[src/rtl/key_search_sequencer.sv]
// key_search_sequencer: RC4 key-search master FSM stepping each candidate key through init, shuffle and decrypt phases
module key_search_sequencer #(
  parameter int RAM_WIDTH   = 8,
  parameter int KEY_LENGTH  = 3,
  parameter int NUM_DEVICES = 3,
  parameter int KEY_BITS    = 22,
  parameter int KEY_START   = 0,
  parameter int KEY_END     = 2**KEY_BITS-1
) (
  input  logic                                  clk,
  input  logic                                  reset,
  input  logic                                  start,
  input  logic [NUM_DEVICES-1:0]                finish_bus,
  input  logic                                  success,
  output logic [5:0]                            mode,
  output logic [KEY_LENGTH-1:0][RAM_WIDTH-1:0]  key,
  output logic                                  busy,
  output logic                                  done,
  output logic                                  found,
  output logic [KEY_BITS-1:0]                   key_count
);
  localparam int KW = KEY_LENGTH*RAM_WIDTH;
  localparam logic [5:0] M_IDLE = 6'b000_000;
  localparam logic [5:0] M_INIT = 6'b001_000;
  localparam logic [5:0] M_SHUF = 6'b010_000;
  localparam logic [5:0] M_DECR = 6'b011_000;
  localparam logic [5:0] M_DONE = 6'b100_000;
  localparam logic [KEY_BITS-1:0] K_START = KEY_BITS'(KEY_START);
  localparam logic [KEY_BITS-1:0] K_END   = KEY_BITS'(KEY_END);
  typedef enum logic [3:0] {IDLE, INIT, GAP1, SHUF, GAP2, DECR, GAP3, NEXT, DONE} state_t;
  state_t r_state, w_next;
  logic [5:0] r_mode, w_mode;
  logic [KEY_BITS-1:0] r_key_count;
  logic r_busy, r_done, r_found, r_hit;
  logic [KW-1:0] w_key;
  always_comb begin
    w_next = r_state;
    case (r_state)
      IDLE: w_next = start ? INIT : IDLE;
      INIT: w_next = finish_bus[0] ? GAP1 : INIT;
      GAP1: w_next = finish_bus[0] ? GAP1 : SHUF;
      SHUF: w_next = finish_bus[1] ? GAP2 : SHUF;
      GAP2: w_next = finish_bus[1] ? GAP2 : DECR;
      DECR: w_next = finish_bus[2] ? GAP3 : DECR;
      GAP3: w_next = finish_bus[2] ? GAP3 : (r_hit || r_key_count == K_END) ? DONE : NEXT;
      NEXT: w_next = INIT;
      DONE: w_next = start ? INIT : DONE;
      default: w_next = IDLE;
    endcase
  end
  // mode is registered from the next state so it lines up with the state register
  always_comb begin
    w_mode = (w_next == INIT) ? M_INIT :
             (w_next == SHUF) ? M_SHUF :
             (w_next == DECR) ? M_DECR :
             (w_next == DONE) ? M_DONE : M_IDLE;
    w_key = '0;
    w_key[KEY_BITS-1:0] = r_key_count;
  end
  always_ff @(posedge clk) begin
    if (reset) begin
      r_state     <= IDLE;
      r_mode      <= M_IDLE;
      r_key_count <= K_START;
      r_busy      <= 1'b0;
      r_done      <= 1'b0;
      r_found     <= 1'b0;
      r_hit       <= 1'b0;
    end else begin
      r_state <= w_next;
      r_mode  <= w_mode;
      r_busy  <= (w_next != IDLE) && (w_next != DONE);
      r_done  <= (w_next == DONE);
      if ((r_state == IDLE || r_state == DONE) && start) begin
        r_key_count <= K_START;
        r_found     <= 1'b0;
      end
      if (r_state == DECR && finish_bus[2]) r_hit <= success;
      // increment on entry to NEXT so the key settles a cycle before INIT
      if (r_state == GAP3 && w_next == NEXT) r_key_count <= r_key_count + KEY_BITS'(1);
      if (r_state == GAP3 && w_next == DONE) r_found <= r_hit;
    end
  end
  assign mode      = r_mode;
  assign key       = w_key;
  assign busy      = r_busy;
  assign done      = r_done;
  assign found     = r_found;
  assign key_count = r_key_count;
endmodule

[config.mk]
export PLATFORM = sky130hd
export DESIGN_NAME = key_search_sequencer
export DESIGN_NICKNAME = d
export VERILOG_FILES = /design/src/rtl/key_search_sequencer.sv
export SDC_FILE = /design/constraint.sdc
export NUM_CORES = 1
export LEC_CHECK = 0
export ABC_CLOCK_PERIOD_IN_PS = 3100
export BUFFER_PORTS_ARGS = -buffer_cell sky130_fd_sc_hd__buf_2
export CAP_MARGIN = 20
export CORE_MARGIN = 2
export CORE_UTILIZATION = 40
export DETAILED_ROUTE_END_ITERATION = 6
export PLACE_DENSITY = 0.69
export SETUP_SLACK_MARGIN = 0.2
export SLEW_MARGIN = 5
export SYNTH_ARGS = -nofsm -noshare
export SYNTH_HDL_FRONTEND = slang
export SYNTH_SLANG_ARGS = --single-unit
[constraint.sdc]
create_clock -name clk -period 3.1 [get_ports clk]
set_input_delay 0.62 -clock clk [delete_from_list [all_inputs] [get_ports clk]]
set_output_delay 0.62 -clock clk [all_outputs]
set_load 0.02 [all_outputs]
---- Word level (Yosys, flattened, before mapping) ----
Index checks and enable logic that the tools add are counted.
word-level totals
  bits in registers ....................... 36
  word-level logic and storage cells ...... 56
  bits of input ports ..................... 7
  output and inout port bits .............. 55
operators by class
  equal/unequal tests ..................... 15
  $add $sub $neg .......................... 1
  multiplexer cells ....................... 18
  reductions and logical operators ........ 13
operator list
  kind                   number
  $mux 22                2
  $pmux 4 s9             1
  $eq 4x3->1 const B     6
  $add 22x1->22 const B  1
  $eq 22x22->1 const B   1
  $mux 4                 4
  $eq 4x2->1 const B     3
  $mux 5                 2
  $eq 4x1->1 const B     2
  $eq 4x4->1 const B     2
  $mux 6                 1
  $logic_and 1x1->1      5
  $mux 1                 5
  $logic_not 4->1        1
  $mux 2                 2
  $ne 4x4->1 const B     1
  $reduce_bool 2->1      2
  $reduce_bool 4->1      1
  $reduce_or 4->1        1
  $mux 3                 1
  $logic_or 1x1->1       2
  $reduce_or 2->1        1

---- Depth between registers and ports, before layout ----
  depth after elaboration ................. 10
  gate-level depth with buffers ........... 8
  mapped depth without buffers ............ 6

---- Worst setup path before layout ----
Ideal clock, no wire load.
  kind .................................... input to register
  from .................................... in finish_bus[2]
  to ...................................... reg r_key_count[15] (netlist: key_count[15])
  setup time .............................. 0.122 ns
  path buffers ............................ 2
  path slack .............................. 0.757 ns
  stages .................................. 8
  data arrival time ....................... 2.221 ns
  data required time ...................... 2.978 ns
  path through ............................ buf_2 inv_1 a2111oi_4 o41ai_4 a21oi_2 nor3b_2 buf_4 a221o_1
on the way
  word-level cells in the longest chain between the ends .. 5
RTL lines
  item                                          RTL line  text
  start: declaration                            13        input logic [NUM_DEVICES-1:0] finish_bus,
  $mux 4 or $mux 2 (tied branches)              45, 44
  $pmux 4 s9 (*)                                38        case (r_state)
  $eq 4x3->1 (*)                                80        if (r_state == GAP3 && w_next == NEXT) r_key_count <= r_key_count + KEY_BITS'(1);
  $logic_and 1x1->1 (*)                         80
  $mux 22 or $reduce_bool 2->1 (tied branches)  n/a
  end signal: assignment                        80
  end: declaration                              33        logic [KEY_BITS-1:0] r_key_count;
Every way passes the cells marked *; elsewhere a longest branch is shown, timed or not.
A chain may end at the register's enable or synchronous reset.

---- Final worst setup path ----
  from .................................... reg r_key_count[16] (netlist: key_count[16])
  to ...................................... reg r_key_count[13] (netlist: key_count[13])
on the way
  word-level cells in the longest chain between the ends .. 8
RTL lines
  item                                          RTL line  text
  $eq 22x22->1 (*)                              45        GAP3: w_next = finish_bus[2] ? GAP3 : (r_hit || r_key_count == K_END) ? DONE : NEXT;
  $logic_or 1x1->1 (*)                          45
  $mux 4 (*) (2 in series)                      45
  $pmux 4 s9 (*)                                38
  $eq 4x3->1 (*)                                80
  $logic_and 1x1->1 (*)                         80
  $mux 22 or $reduce_bool 2->1 (tied branches)  n/a
Marked as above.

==> flow_summary.yaml <==
placed_design:
  gp_congestion: 0.7889
  postPlaceCellArea_um2: 2093
  hpwl_um: 2745
  io_buffer_count: 56
sta:
  clock.fmax_ghz: 0.4187
  setup-tns-final_ns: 0
  slew_viol_final: 0
  slew_headroom_pct: 61.54
  fin_skew_ns: 0.005628
  post-route-min-period_ns: 2.388
  worst_pin_slew_ns: 0.5716
  finalCritPeriodShare_pct: 77.05
  finalHoldViolations: 0
  rsz0062_at_grt: "no"
  final-setup-viol-count: 0
clocking:
  worstSkewPairLatency_ns: 0.28
  root_buffer: "clkbuf_8"
  postCtsSetupBuffers: 0
  hold_buffers: 0
  clockBufferDepth: 2
  cts_tree: "yes"
  numCtsBuffers: 5
  cts-resized-gates: 0
  ctsHtreeMaxLevel: 2
  clk_pin_slew_ns: 0.07
  cts_sinks: 33
power_and_ir_drop:
  pwr-share-clk_pct: 40.4
  power.leakage_nw: 1.111
  powerDensity_nw_per_um2: 400.5
  p_int_w: 0.0006612
  power_frac_comb_pct: 9.0
  peakVddDrop_v: 0.0003141
  power_frac_seq_pct: 50.6
  p_sw_share_pct: 24.77
  p_sw_w: 0.0002177
critical_path:
  path_cells: "and3_1, nand4_1, o41ai_4, a211o_1, nor3_1, a211o_1"
  end_kind: "register"
  cp_slowest_cell: "o41ai_4"
  worstPathMaxFanout: 12
  start_kind: "register"
  cpPeakStageDelay_ns: 0.50
  path_buf_inv: 0
  crit_top_cell: "a211o_1"
  cp.required_ns: 3.28
  worstPathArrival_ns: 2.57
  crit_type: "reg2reg"
  path_delay_family: "compound AO/OA/AOI/OAI gates"
layout:
  design_area_um2: 2195
  nFillCells: 487
  final_util_pct: 46.16
  n_antenna_cell: 0
  syn_to_final_growth_pct: 11.15
  final_net_count: 265
  layout-drive-gt1-share_pct: 29.46
yosys:
  synth_edf_count: 0
  synth_most_common_cell: "dfxtp_1"
  synthArstFlopShare_pct: 0
  syn_avg_cell_area_um2: 8.736
  ys_top_cells_by_area: "dfxtp_1 33%, buf_4 11%, a211o_1 5.3%"
  synth_area_um2: 1974
  syn_inst: 226
  ys.flop_type: "dfxtp_1"
  netlist_top_cells_count: "33 x dfxtp_1, 30 x buf_4, 19 x nor2_1, 16 x and3_1"
  synth_top_area_cell: "dfxtp_1"
  yosysSeqAreaShare_pct: 33.46
  synth_cell_type_count: 48
  synth_top_area_share_pct: 33.46
  ys_ff_latch: 33
  yosysWarnings: 0
floorplan:
  core_area_um2: 4755
  die_width_um: 74.26
  ios: 62
  initial_utilization_pct: 41.53
  dieArea_um2: 5514
  row_count: 25
  die_h_um: 74.26
global_routing:
  grt_overflow: 0
  antenna_found_initial: 0
  grt_max_degree: 25
  grt_pass1_wl_um: 6444
  grt_usage_pct: 14.86
  grt_pass1_vias: 1423
routing:
  drtAntennaViolNets: 0
  wl_met3_um: 200
  avgViaCountPerCell: 5.166
  wl_met1_um: 1966
  dr.pass1.iters: 4
  drt-total-wl_um: 3927
  top_layer: "met4"
  vias: 1679
  drc: 0
  avgRoutedWirePerCell_um: 12.08
  drtIter0Drc: 90
  met2_length_um: 1704
worst_hold_path:
  worstHoldPathType: "reg2reg"
outcome:
  status: "finished clean"
flow_run:
  max_cap_viol_count: 0
[flip-flops by register name, indices dropped and copies added, names as in the netlist]
signal / cells
key_count: 22
r_state: 4
mode: 3
busy: 1
done: 1
found: 1
r_hit: 1
[per-layer routing]
layer	track usage (%)	vias up
met5	0	-
met4	5.754	0
met3	4.065	7
met2	21.92	49
met1	20.68	771
li1	-	852
[logic make-up after synthesis]
kind of cell             Yosys count  share of synthesized area, %
AND/OR/NAND/NOR                   97                         27.06
AO/OA/AOI/OAI                     43                         19.27
buffers and inverters             41                         14.51
flip-flops                        33                         33.46
XOR/XNOR                           5                         2.218
multiplexers                       5                         2.662
adder cells (fa/ha/maj)            1                        0.6336
other                              1                        0.1899
[worst reg2reg max path: stages (launching register included)]
cell     delay (ns)
dfxtp_1        0.44
and3_1         0.26
nand4_1        0.27
o41ai_4        0.50
a211o_1        0.44
nor3_1         0.11
a211o_1        0.27
[cell usage in the layout (no fill, tap or decap), types with 3 or more instances in the layout]
master | netlist | routed
a211o_1 | 12 | 12
a21oi_1 | 8 | 8
a221o_1 | 4 | 4
a22o_1 | 4 | 4
and2_1 | 3 | 3
and3_1 | 16 | 16
buf_2 | 4 | 56
clkbuf_8 | 0 | 7
conb_1 | 1 | 5
dfxtp_1 | 33 | 33
inv_1 | 3 | 3
mux2i_1 | 3 | 3
nand2_1 | 13 | 13
nand2b_1 | 3 | 3
nand3_1 | 9 | 9
nand4_1 | 5 | 5
nor2_1 | 19 | 19
nor2b_1 | 4 | 4
nor3_1 | 13 | 13
xor2_1 | 3 | 3
[power by group through the flow]
stage / Clock, W / Sequential (W) / Combinational (W)
6_report: 0.000355 / 0.000444 / 0.0000792
3_5_place_dp: 0 / 0.000453 / 0.0000782
3_3_place_gp: 0 / 0.000454 / 0.0000783
2_1_floorplan: 0 / 0.000451 / 0.0000685
5_1_grt: 0.000389 / 0.000445 / 0.0000880
4_1_cts: 0.000369 / 0.000444 / 0.0000788
[path summary, 6_finish.rpt]
kind,cells past startpoint,slack (ns),startpoint,to
worst max-delay path,6,0.71,key_count[16],key_count[13]
worst min-delay path,2,0.53,found,found
worst max register to register,6,0.71,key_count[16],key_count[13]
worst min register to register,2,0.53,found,found
[per-stage QoR]
step | hold slack, ns | instances | setup WS [ns] | total power, W
floorplan | 0.5422 | 230 | 0.7570 | 0.0005199
global placement | 0.5112 | 317 | 0.6322 | 0.0005318
detailed placement | 0.5194 | 317 | 0.5808 | 0.0005314
CTS | 0.5362 | 325 | 0.7079 | 0.0008915
global route | 0.5711 | 325 | 0.5311 | 0.0009224
finish | 0.5296 | 325 | 0.7116 | 0.0008788
[cell type report]
class	instances	area [µm²]	share of cell area, %
multi-input combinational	156	1042	47.49
sequential	33	660.6	30.10
timing repair buffer	58	295.3	13.45
clock buffer	7	96.34	4.390
tap	67	83.83	3.820
inverter	3	11.26	0.5131
clock inverter	1	5.005	0.2281
(Power assumes the default switching activity.)
